### config.mk
export PLATFORM = sky130hd
export DESIGN_NAME = noun_image_loader
export DESIGN_NICKNAME = d
export VERILOG_FILES = /design/src/rtl/noun_image_loader.sv
export SDC_FILE = /design/constraint.sdc
export NUM_CORES = 1
export LEC_CHECK = 0
export ABC_AREA = 1
export CAP_MARGIN = 0
export CORE_MARGIN = 1
export CORE_UTILIZATION = 50
export DETAILED_ROUTE_END_ITERATION = 12
export GPL_TIMING_DRIVEN = 0
export PLACE_DENSITY = 0.87
export SYNTH_ARGS = -nofsm -noshare
export SYNTH_HDL_FRONTEND = slang
export SYNTH_SLANG_ARGS = --single-unit
### constraint.sdc
create_clock -name clk -period 2.9 [get_ports clk]
set_input_delay 0.29 -clock clk [delete_from_list [all_inputs] [get_ports clk]]
set_output_delay 0.29 -clock clk [all_outputs]
set_load 0.02 [all_outputs]
### src/rtl/noun_image_loader.sv
// Streams memory words into consecutive addresses through the memory unit
// handshake, then optionally launches traversal at the image start address.
`ifndef MEMORY_ADDR_WIDTH
`define MEMORY_ADDR_WIDTH 16
`endif
`ifndef MEMORY_DATA_WIDTH
`define MEMORY_DATA_WIDTH 32
`endif

module noun_image_loader #(
  parameter int unsigned ADDR_WIDTH     = `MEMORY_ADDR_WIDTH,
  parameter int unsigned DATA_WIDTH     = `MEMORY_DATA_WIDTH,
  parameter logic [1:0]  MEM_FUNC_WRITE = 2'b01,
  parameter int unsigned TIMEOUT_CYCLES = 1024
) (
  input  logic                  clk,
  input  logic                  rst,
  input  logic                  load_start,
  input  logic [ADDR_WIDTH-1:0] base_addr,
  input  logic [ADDR_WIDTH:0]   word_count,
  input  logic                  auto_run,
  input  logic                  in_valid,
  input  logic [DATA_WIDTH-1:0] in_data,
  output logic                  in_ready,
  input  logic                  mem_ready,
  output logic                  mem_execute,
  output logic [1:0]            mem_func,
  output logic [ADDR_WIDTH-1:0] address,
  output logic [DATA_WIDTH-1:0] write_data,
  output logic                  bus_request,
  output logic                  busy,
  output logic                  done,
  output logic [1:0]            error,
  output logic                  traversal_execute,
  output logic [ADDR_WIDTH-1:0] start_addr
);

  localparam int unsigned CNT_W = ADDR_WIDTH + 1;
  localparam int unsigned SUM_W = ADDR_WIDTH + 2;
  localparam int unsigned TMO_W = $clog2(TIMEOUT_CYCLES) + 1;
  localparam logic [TMO_W-1:0] TMO_LAST  = TMO_W'(TIMEOUT_CYCLES - 1);
  localparam logic [SUM_W-1:0] ADDR_SPAN = SUM_W'(1) << ADDR_WIDTH;
  localparam logic [1:0] ERR_NONE    = 2'd0;
  localparam logic [1:0] ERR_RANGE   = 2'd1;
  localparam logic [1:0] ERR_TIMEOUT = 2'd2;

  typedef enum logic [2:0] {
    S_IDLE, S_CHECK, S_FETCH, S_ISSUE, S_WAIT_MEM, S_FINISH, S_FAIL
  } state_e;

  state_e                state_q, state_d;
  logic [ADDR_WIDTH-1:0] addr_cnt_q, addr_cnt_d;
  logic [CNT_W-1:0]      rem_q, rem_d;
  logic                  auto_run_q, auto_run_d;
  logic [TMO_W-1:0]      tmo_q, tmo_d;
  logic                  first_q, first_d;
  logic [ADDR_WIDTH-1:0] address_q, address_d;
  logic [DATA_WIDTH-1:0] write_data_q, write_data_d;
  logic [1:0]            mem_func_q, mem_func_d;
  logic                  bus_request_q, bus_request_d;
  logic                  busy_q, busy_d;
  logic                  done_q, done_d;
  logic [1:0]            error_q, error_d;
  logic                  trav_q, trav_d;
  logic [ADDR_WIDTH-1:0] start_addr_q, start_addr_d;
  logic [SUM_W-1:0]      span_end_c;

  // One past the last address of the image, wide enough to see overflow
  assign span_end_c = SUM_W'(start_addr_q) + SUM_W'(rem_q);

  // Execute is gated by mem_ready so a request never lands on a busy memory
  assign mem_execute       = (state_q == S_ISSUE) && mem_ready;
  assign in_ready          = (state_q == S_FETCH);
  assign mem_func          = mem_func_q;
  assign address           = address_q;
  assign write_data        = write_data_q;
  assign bus_request       = bus_request_q;
  assign busy              = busy_q;
  assign done              = done_q;
  assign error             = error_q;
  assign traversal_execute = trav_q;
  assign start_addr        = start_addr_q;

  always_ff @(posedge clk) begin
    if (rst) begin
      state_q       <= S_IDLE;
      addr_cnt_q    <= '0;
      rem_q         <= '0;
      auto_run_q    <= 1'b0;
      tmo_q         <= '0;
      first_q       <= 1'b0;
      address_q     <= '0;
      write_data_q  <= '0;
      mem_func_q    <= '0;
      bus_request_q <= 1'b0;
      busy_q        <= 1'b0;
      done_q        <= 1'b0;
      error_q       <= ERR_NONE;
      trav_q        <= 1'b0;
      start_addr_q  <= '0;
    end else begin
      state_q       <= state_d;
      addr_cnt_q    <= addr_cnt_d;
      rem_q         <= rem_d;
      auto_run_q    <= auto_run_d;
      tmo_q         <= tmo_d;
      first_q       <= first_d;
      address_q     <= address_d;
      write_data_q  <= write_data_d;
      mem_func_q    <= mem_func_d;
      bus_request_q <= bus_request_d;
      busy_q        <= busy_d;
      done_q        <= done_d;
      error_q       <= error_d;
      trav_q        <= trav_d;
      start_addr_q  <= start_addr_d;
    end
  end

  always_comb begin
    state_d       = state_q;
    addr_cnt_d    = addr_cnt_q;
    rem_d         = rem_q;
    auto_run_d    = auto_run_q;
    tmo_d         = tmo_q;
    first_d       = 1'b0;
    address_d     = address_q;
    write_data_d  = write_data_q;
    mem_func_d    = mem_func_q;
    error_d       = error_q;
    start_addr_d  = start_addr_q;

    case (state_q)
      S_IDLE: begin
        if (load_start) begin
          addr_cnt_d   = base_addr;
          start_addr_d = base_addr;
          rem_d        = word_count;
          auto_run_d   = auto_run;
          error_d      = ERR_NONE;
          state_d      = S_CHECK;
        end
      end
      S_CHECK: begin
        if (span_end_c > ADDR_SPAN) begin
          error_d = ERR_RANGE;
          state_d = S_FAIL;
        end else if (rem_q == '0) begin
          state_d = S_FINISH;
        end else begin
          state_d = S_FETCH;
        end
      end
      S_FETCH: begin
        if (in_valid) begin
          write_data_d = in_data;
          address_d    = addr_cnt_q;
          mem_func_d   = MEM_FUNC_WRITE;
          tmo_d        = '0;
          state_d      = S_ISSUE;
        end
      end
      S_ISSUE: begin
        tmo_d = tmo_q + TMO_W'(1);
        if (mem_ready) begin
          first_d = 1'b1;
          state_d = S_WAIT_MEM;
        end else if (tmo_q == TMO_LAST) begin
          error_d = ERR_TIMEOUT;
          state_d = S_FAIL;
        end
      end
      S_WAIT_MEM: begin
        // Ready is still high in the cycle after execute; it does not mean done
        tmo_d = tmo_q + TMO_W'(1);
        if (!first_q && mem_ready) begin
          addr_cnt_d = addr_cnt_q + ADDR_WIDTH'(1);
          rem_d      = rem_q - CNT_W'(1);
          state_d    = (rem_q == CNT_W'(1)) ? S_FINISH : S_FETCH;
        end else if (tmo_q == TMO_LAST) begin
          error_d = ERR_TIMEOUT;
          state_d = S_FAIL;
        end
      end
      S_FINISH: state_d = S_IDLE;
      S_FAIL:   state_d = S_IDLE;
      default:  state_d = S_IDLE;
    endcase

    // Registered outputs follow the state being entered
    busy_d        = (state_d == S_CHECK) || (state_d == S_FETCH) ||
                    (state_d == S_ISSUE) || (state_d == S_WAIT_MEM);
    bus_request_d = (state_d == S_FETCH) || (state_d == S_ISSUE) ||
                    (state_d == S_WAIT_MEM);
    done_d        = (state_d == S_FINISH);
    trav_d        = (state_d == S_FINISH) && auto_run_d;
  end

endmodule

==> impl_metrics.yaml, run 1 <==
outcome:
  status: "finished, final reports clean"
detailed_routing:
  drc: 0
  highest_layer: "met4"
  wl_met2_um: 9370
  ant_nets: 0
  wl_um: 19700
  drt_iter0_drc: 660
  wl_met3_um: 1650
  vias_per_cell: 5.41
  firstDrtPassIters: 7
  detail_route.wl_per_cell_um: 15.0
  route.vias.total: 7100
  drt-met1-wl_um: 8020
worst_setup_path:
  critPathRequiredTime_ns: 3.21
  critical-path-slowest-cell: "fa_1"
  worst-endpoint-arrival_ns: 2.96
  critical_path_class: "reg -> reg"
  crit_top_cell: "nand2_1"
  path_delay_family: "simple AND/OR/NAND/NOR gates"
  startpoint_type: "flip-flop"
  crit_chain: "ha_2 > inv_1 > fa_1 > inv_1 > nand2_1 > nand2_2 > nand3_2 > nand2_1 > nand2_1 > nand3_1 > nand2_1 > nor2_1 > nand4_1 > nand2_2 > nand3_1 > nand2_1 > nor2_1 > nand3_1 > nand2_1"
  max_stage_delay_ns: 0.38
  critPathCaptureType: "flip-flop"
  crit_buf_inv: 2
  cp_max_fo: 5
synthesis:
  synth.top_cell.area_share_pct: 37.1
  syn_area_mm2: 0.00647
  synthFlopType: "dfxtp_1"
  yosysTopAreaCell: "dfxtp_1"
  synth_warnings: 0
  syn_inst: 967
  synth_edf_count: 0
  ys_ff_latch: 120
  syn_nets: 1059
  yosysSeqAreaShare_pct: 37.1
  ys_top_cells_by_count: "nand2_1, nor2_1, dfxtp_1"
  synth_top_cells_by_area: "dfxtp_1, nand2_1, nor2_1"
  synth_cell_types: 46
  syn-mean-instance-area_um2: 6.69
  async_flop_share_pct: 0
power_and_ir_drop:
  power.density_mw_per_mm2: 766
  p_leak_nw: 3.63
  intPower_mw: 4.18
  switching_share_pct: 37.4
  power_frac_seq_pct: 32.3
  power.switching_mw: 2.50
  comb_power_share_pct: 35.6
  ir_worst_vdd_mv: 0.550
  clock_power_share_pct: 32.1
clock_network:
  cts_tree: "built"
  postCtsSetupBuffers: 0
  clk_transition_reported_paths_ns: 0.06
  cts_root_buf: "clkbuf_16"
  h-tree-depth: 4
  clock_latency_ns: 0.42
  cts-buffers-inserted: 17
  cts_hold_buf: 0
  cts_sinks: 120
  cts_max_path_buffers: 2
timing:
  relSlewSlack_pct: 55.0
  slew_viol_final: 0
  fin_crit_sh_pct: 91.5
  worstMarginPinSlew_ns: 0.675
  setup_viol: 0
  setup_tns_ns: 0
  rsz0062_at_grt: "no"
  finalHoldViolCount: 0
  fmax_ghz: 0.377
  finalCriticalPeriod_ns: 2.65
  fin_skew_ns: 0.00794
floorplanning:
  start_util_pct: 51.2
  die_y_um: 116
  core_mm2: 0.0126
  die_area_mm2: 0.0134
  num_rows: 41
  fp.dieW_um: 116
  io_pins: 145
run:
  maxCapViolCount: 0
finish:
  final_nets: 1220
  fin_area_mm2: 0.00871
  area_growth_pct: 34.7
  final_cells: 1313
  layout-drive-gt1-share_pct: 7.45
  finish.utilization_pct: 69.0
  n_antenna_cell: 0
placement:
  dpl_cell_area_mm2: 0.00810
  dp_cells: 1281
  io_buffers: 142
  gp_congestion: 0.976
  dp_hpwl_um: 14800
grt:
  antenna_found_initial: 0
  grt_usage_pct: 30.2
  overflow: 0
  grt_max_degree: 17
  grt_pass1_vias: 6560
  grt_pass1_wl_um: 31200
worst_hold_path:
  hp-class: "in -> reg"
power by group through the flow:
| stage | Clock (mW) | Sequential [mW] | Combinational, mW |
|---|---|---|---|
| after global routing | 2.23 | 2.19 | 2.63 |
| final | 2.14 | 2.16 | 2.38 |
| after CTS | 2.15 | 2.15 | 2.35 |
| after detailed placement | 0 | 2.18 | 2.31 |
| after global placement | 0 | 2.17 | 2.28 |
| after floorplan | 0 | 2.31 | 1.36 |
cells in the final DEF (no fill, tap or decap), types with 6 or more instances in the layout:
| master | instances |
|---|---|
| o21ai_0 | 112 |
| nand2_1 | 172 |
| dfxtp_1 | 119 |
| clkinv_4 | 6 |
| ha_1 | 19 |
| buf_2 | 8 |
| nand3_1 | 35 |
| clkdlybuf4s50_1 | 142 |
| nand2_2 | 12 |
| nor2_2 | 6 |
| clkbuf_16 | 17 |
| nand4_1 | 14 |
| a21oi_1 | 79 |
| clkbuf_1 | 31 |
| a211oi_1 | 8 |
| nor3_1 | 7 |
| nor2_1 | 172 |
| inv_1 | 103 |
flip-flops by register name, summed over array words and instances, names as in the netlist, 2 cells and up:
register / count
write_data: 32
state_q: 3
error: 2
rem_q: 17
addr_cnt_q: 16
tmo_q: 11
start_addr: 16
address: 16
cell families (layout without fill, tap and decap cells):
group           count (synthesis)  after routing  share of synthesized area (%)
flops                         120            120                           37.1
compound gates                230            230                           19.3
other cells                     1              1                         0.0580
xor+xnor                        7              7                           1.06
fa+ha+maj                      21             21                           4.18
buf+inv                       149            323                           8.86
simple gates                  439            439                           29.3
through the flow:
stage                     hold WS, ns  power, mW  setup WS, ns
after floorplan                 0.438       3.67         0.491
after global placement          0.451       4.45         0.317
after detailed placement        0.465       4.49         0.268
after CTS                       0.455       6.64         0.203
after global routing            0.483       7.04       0.00686
final                           0.451       6.68         0.245
worst register-to-register path, delay by kind of cell, from the launching register on:
family        cells  cell delay [ns]
flops             1             0.37
fa+ha+maj         2             0.61
simple gates     15             1.41
buf+inv           2             0.15
routing by layer:
metal / track usage [%] / vias to the layer above
li1: - / 3494
met1: 34.3 / 3224
met2: 52.1 / 325
met3: 8.89 / 57
met4: 14.4 / 0
met5: 0 / -
timing repair:
action	4_1_cts	5_1_grt
gates resized for setup	0	2
endpoints found under the setup margin	0	5
hold endpoints to repair	0	0
cell type report:
type / count / area (µm²)
multi-input cells: 698 / 3490
plain buffers: 41 / 168
well taps: 172 / 215
fillers: 1038 / 3910
flip-flops and latches: 120 / 2400
repair buffers: 142 / 1420
clock buffers: 17 / 425
inverters: 108 / 405
clock inverters: 15 / 180
final timing paths:
check	slack, ns	start	depth (start not counted)	endpoint
max	0.25	start_addr[0]	19	bus_request
min reg2reg	0.47	error[1]	2	error[1]
max reg2reg	0.25	start_addr[0]	19	bus_request
min	0.45	word_count[0]	3	rem_q[0]
(Power assumes the default switching activity.)
==> run 2, diff against run 1 <==
--- a/config.mk
+++ b/config.mk
@@ -8,10 +8,10 @@
 export ABC_AREA = 1
 export CAP_MARGIN = 0
 export CORE_MARGIN = 1
-export CORE_UTILIZATION = 50
+export CORE_UTILIZATION = 25
 export DETAILED_ROUTE_END_ITERATION = 12
 export GPL_TIMING_DRIVEN = 0
-export PLACE_DENSITY = 0.87
+export PLACE_DENSITY = 0.53
 export SYNTH_ARGS = -nofsm -noshare
 export SYNTH_HDL_FRONTEND = slang
 export SYNTH_SLANG_ARGS = --single-unit
==> constraint.sdc (replaced) <==
create_clock -name clk -period 2.8 [get_ports clk]
set_input_delay 0.28 -clock clk [delete_from_list [all_inputs] [get_ports clk]]
set_output_delay 0.28 -clock clk [all_outputs]
set_load 0.02 [all_outputs]
==> run 2 against run 1 <==
Global-route usage down 13 points. Wire length up 8.3%. Maximum frequency up 4.7%. Flip-flop and latch count unchanged. Largest cell class unchanged. Worst setup slack better by 0.019 ns. Cell area up 2.2%. Core utilization down 34 points.
==> impl_metrics.yaml, run 2 (synthesized netlist as in run 1, its figures left out) <==
grt:
  antenna_found_initial: 0
  overflow: 0
  grt_pass1_vias: 6448
  grt_max_degree: 17
  grt_pass1_wl_um: 34100
  grt_usage_pct: 16.7
timing:
  worstMarginPinSlew_ns: 0.661
  relSlewSlack_pct: 55.9
  fin_skew_ns: 0.0103
  rsz0062_at_grt: "no"
  fmax_ghz: 0.394
  fin_crit_sh_pct: 90.6
  layout_setup_ws_ns: 0.264
  finalHoldViolCount: 0
  setup_tns_ns: 0
  slew_viol_final: 0
  setup_viol: 0
  finalCriticalPeriod_ns: 2.54
power_and_ir_drop:
  comb_power_share_pct: 36.1
  intPower_mw: 4.23
  ir_worst_vdd_mv: 0.404
  switching_share_pct: 38.0
  power.switching_mw: 2.59
  power.density_mw_per_mm2: 765
  p_leak_nw: 3.61
  power_frac_seq_pct: 32.9
  clock_power_share_pct: 31.0
finish:
  final_cell_mix: "nor2_1, nand2_1, clkdlybuf4s50_1"
  layout_commonest_cell: "nor2_1"
  final_nets: 1220
  area_growth_pct: 37.7
  nFillCells: 2734
  finish.utilization_pct: 35.3
  layout-drive-gt1-share_pct: 7.98
  n_antenna_cell: 0
  fin_area_mm2: 0.00891
  largest_register_ffs: 32
outcome:
  status: "finished, final reports clean"
worst_hold_path:
  hp-class: "in -> reg"
  hold_depth: 3
detailed_routing:
  route.vias.total: 6664
  firstDrtPassIters: 5
  ant_nets: 0
  vias_per_cell: 4.53
  drc: 0
  wl_um: 21400
  detail_route.wl_per_cell_um: 14.5
  drt_iter0_drc: 350
clock_network:
  postCtsSetupBuffers: 0
  h-tree-depth: 4
  ctsResizeCount: 0
  cts_hold_buf: 0
  cts_sinks: 120
  cts-buffers-inserted: 17
  cts_max_path_buffers: 2
  clock_latency_ns: 0.42
  clk_transition_reported_paths_ns: 0.05
  cts_tree: "built"
  cts_root_buf: "clkbuf_16"
worst_setup_path:
  critPathRequiredTime_ns: 3.10
  cp-startpoint: "rem_q[0]"
  reg2reg_to: "bus_request"
  regToRegSetupSlack_ns: 0.26
  r2r_cells: 18
  critPathCaptureType: "flip-flop"
  setup.worst_path.end: "bus_request"
  startpoint_type: "flip-flop"
  r2r_start: "rem_q[0]"
  worst-endpoint-arrival_ns: 2.84
  cp_max_fo: 4
  critical_path_class: "reg -> reg"
placement:
  place_ws_ns: 0.0651
  dpl_cell_area_mm2: 0.00830
  gp_congestion: 0.851
  io_buffers: 142
  dp_hpwl_um: 16800
floorplanning:
  start_util_pct: 25.6
  num_rows: 58
  die_y_um: 163
  core_mm2: 0.0253
  io_pins: 145
  die_area_mm2: 0.0265
  fp.dieW_um: 163
run:
  maxCapViolCount: 0
==> run 2: worst min-delay path by stage <==
stage                     slack, ns          start             end
after floorplan                0.43  base_addr[11]  start_addr[11]
after CTS                      0.43  word_count[0]        rem_q[0]
final                          0.44  word_count[0]        rem_q[0]
after detailed placement       0.46    mem_func[0]     mem_func[0]
after global placement         0.46    mem_func[0]     mem_func[0]
after global routing           0.45  word_count[2]        rem_q[2]
==> run 2: layer usage <==
layer	vias up	GRT usage (%)	wire length (µm)
met2	169	26.7	9340
met4	0	5.65	464
met3	28	4.81	1480
li1	3494	-	-
met5	-	0	0
met1	2973	21.5	10100
==> run 2: stage by stage <==
step | hold WS [ns] | cells | power [mW]
2_1_floorplan | 0.428 | 967 | 3.80
3_3_place_gp | 0.455 | 1439 | 4.72
3_5_place_dp | 0.459 | 1439 | 4.73
4_1_cts | 0.428 | 1471 | 6.86
5_1_grt | 0.447 | 1471 | 7.29
6_report | 0.441 | 1471 | 6.82
==> run 2: area by class of cell <==
cell class / instances / area (µm²) / share of cell area (%)
Inverter: 108 / 405 / 4.55
Buffer: 41 / 168 / 1.88
Tap cell: 330 / 413 / 4.64
Multi-Input combinational cell: 698 / 3520 / 39.6
Clock inverter: 10 / 93.8 / 1.05
Clock buffer: 22 / 474 / 5.32
Timing Repair Buffer: 142 / 1420 / 16.0
Sequential cell: 120 / 2410 / 27.0
==> run 2: worst max-delay path: stages, from the launching register on <==
cell	delay (ns)
dfxtp_4	0.37
ha_4	0.15
inv_1	0.05
fa_2	0.51
nand2_1	0.05
nor2_1	0.09
nand2_1	0.06
nor2_1	0.09
nand2_1	0.06
nor2_1	0.08
nand2_1	0.08
nor2_2	0.11
nand4_1	0.11
nand2_2	0.15
nand3_1	0.09
nand2_1	0.09
nand2_2	0.07
nand3_1	0.11
nand2_1	0.08
==> run 2: power groups by stage <==
stage / registers, mW / clock network [mW] / logic [mW]
finish: 2.24 / 2.11 / 2.46
global route: 2.29 / 2.23 / 2.77
CTS: 2.24 / 2.16 / 2.47
detailed placement: 2.27 / 0 / 2.46
global placement: 2.27 / 0 / 2.45
floorplan: 2.40 / 0 / 1.41
==> variant (config.mk and constraints of run 2) <==
Change the macro `MEMORY_ADDR_WIDTH` from 16 to 18.
--- a/src/rtl/noun_image_loader.sv
+++ b/src/rtl/noun_image_loader.sv
@@ -3,3 +3,3 @@
 `ifndef MEMORY_ADDR_WIDTH
-`define MEMORY_ADDR_WIDTH 16
+`define MEMORY_ADDR_WIDTH 18
 `endif
Interface: changed (resized address, base_addr, start_addr and word_count); port bits go from 145 to 153. The function was not compared with the original's and may differ.
==> variant against run 2 <==
  * Clock skew shrank 0.0025 ns
  * Sequential cell count rose by 8
  * Routed wire length rose by 16%
  * Power increased by 5.7%
  * Count of clock-buffer cells in the layout rose by 2
  * Area after synthesis is 7.3% higher
  * Die area grew 7.2%
  * Non-clock buffer count increased by 17
  * Clock power is 13% higher
  * Setup slack got worse by 0.077 ns
  * Largest power group unchanged
  * Cell area increased by 8.6%
==> variant: results (changes against run 2) <==
stage;metric;value;unit;change
cts;CTS H-tree depth;4;;unchanged
global_route;GRT Util Overall;17.8;%;was 16.7%
cts;Clock Path Buffers;2;;unchanged
cts;CTS clock-pin slew for the worst setup and hold paths;0.06;ns;
critical_path;Critical Path Fanout Max;5;;was 4
drt;Iter 0 DRT Violations;553;;was 350
power;Internal Power;4.60;mW;was 4.23 mW
synth;Seq/Total Area, Yosys;36.9;%;was 37.1%
drt;WL met1;11.5;mm;was 10.1 mm
cts;post-CTS resize count;4;;was 0
drt;max layer used;met4;;unchanged
drt;Pre-Repair DR Iteration Count;5;;unchanged
placed_design;post-DP HPWL;19.4;mm;was 16.8 mm
placed_design;Place WS;-0.0700;ns;was 0.0651 ns
status;outcome;completed;;unchanged
critical_path;Worst EP arrival;2.89;ns;was 2.84 ns
power;Clk. pwr;2.38;mW;was 2.11 mW
timing;setup_tns;0;ns;unchanged
timing;Final period util;93.3;%;was 90.6%
critical_path;register-to-register setup slack;0.19;ns;was 0.26 ns
drt;wire length on met3;1.07;mm;was 1.48 mm
drt;Met2 Wirelength;11.4;mm;was 9.34 mm
finish;nets@finish;1329;;was 1,220
drt;Via-to-Cell Ratio;4.59;;was 4.53
finish;Filler Cell Count;2999;;was 2,734
global_route;met3 Usage GRT;2.88;%;was 4.81%
finish;share of layout cells above drive strength 1;7.23;%;was 7.98%
timing;worst rel slew slack;46.0;%;was 55.9%
global_route;met2 track demand over resource;29.0;%;was 26.7%
placed_design;placer congestion estimate;0.919;;was 0.851
synth;synth warn;0;;unchanged
drt;WL final;24.8;mm;was 21.4 mm
synth;Distinct cells, synth;40;;was 46
power;Leak;3.97;nW;was 3.61 nW
synth;Commonest cells post-synth;nand2_1, nor2_1, dfxtp_1, o21ai_0, inv_1;;unchanged
finish;Inserted Diodes;0;;unchanged
power;Max VDD drop;0.411;mV;was 0.404 mV
cts;postcts setup bufs;0;;unchanged
cts;CTS buffer count;17;;unchanged
global_route;first-pass GRT wire length;39.0;mm;was 34.1 mm
global_route;met1 Usage GRT;23.2;%;was 21.5%
placed_design;Port-buffer cells;150;;was 142
synth;largest cells by area after synthesis;dfxtp_1, nand2_1, nor2_1;;unchanged
global_route;vias in the first global route;7065;;was 6,448
cts;Worst-Skew Late Latency;0.42;ns;about the same
synth;Post-synth top flop;dfxtp_1;;unchanged
power;seq pwr;2.36;mW;was 2.24 mW
min_path;Hold Crit Class;in2reg;;unchanged
synth;post-synth net total;1154;;was 1,059
synth;asr flop ratio synth;0;%;unchanged
timing;Fin Clk Skew;0.00783;ns;was 0.0103 ns
variant: cell count changes after synthesis, sizes merged, moves of 4 or more:
cell	change
dfxtp	+8
nand2	+30
a221oi	+4
xor2	+10
inv	+13
o21ai	+4
nand4	-5
a21oi	+9
nor3	+5
variant: worst max-delay path, cell delays in order (launching register included):
cell	delay, ns
dfxtp_1	0.42
ha_2	0.36
nand2_2	0.12
inv_1	0.04
nand2_1	0.06
nand2_1	0.07
a21oi_1	0.21
nand2_1	0.10
nor2_2	0.16
nand3_1	0.12
nor2_1	0.11
nand3_1	0.11
nand2_2	0.13
nand2_2	0.09
a21oi_4	0.21
buf_4	0.14
nor3_2	0.03
variant: cell type report:
type / instances / share of cell area [%]
Buffer: 44 / 1.79
Multi-Input combinational cell: 763 / 39.4
Clock buffer: 24 / 5.29
Timing Repair Buffer: 156 / 16.0
Sequential cell: 128 / 26.7
Inverter: 121 / 4.70
Tap cell: 372 / 4.81
Clock inverter: 8 / 1.29
variant: cell families after synthesis:
family / count (synthesis) / share of synthesized area (%)
simple gates: 476 / 28.1
compound gates: 244 / 19.2
buf+inv: 165 / 9.03
flops: 128 / 36.9
fa+ha+maj: 23 / 4.26
xor+xnor: 19 / 2.40
other cells: 1 / 0.0540
variant: worst paths after layout:
path                                      from             end  cells past startpoint
worst min-delay path                       rst      state_q[2]                      2
worst max-delay path                 rem_q[14]            done                     16
worst max register to register       rem_q[14]            done                     16
worst min register to register  addr_cnt_q[11]  addr_cnt_q[11]                      2
variant: stage by stage:
step                      hold slack (ns)  area, um^2  cells  power (mW)
after CTS                           0.177        9560   1610        7.18
after global placement              0.453        8910   1578        4.76
after floorplan                     0.428        6940   1056        3.84
after detailed placement            0.458        8910   1578        4.78
final                               0.177        9670   1616        7.21
after global routing                0.175        9670   1616        7.67
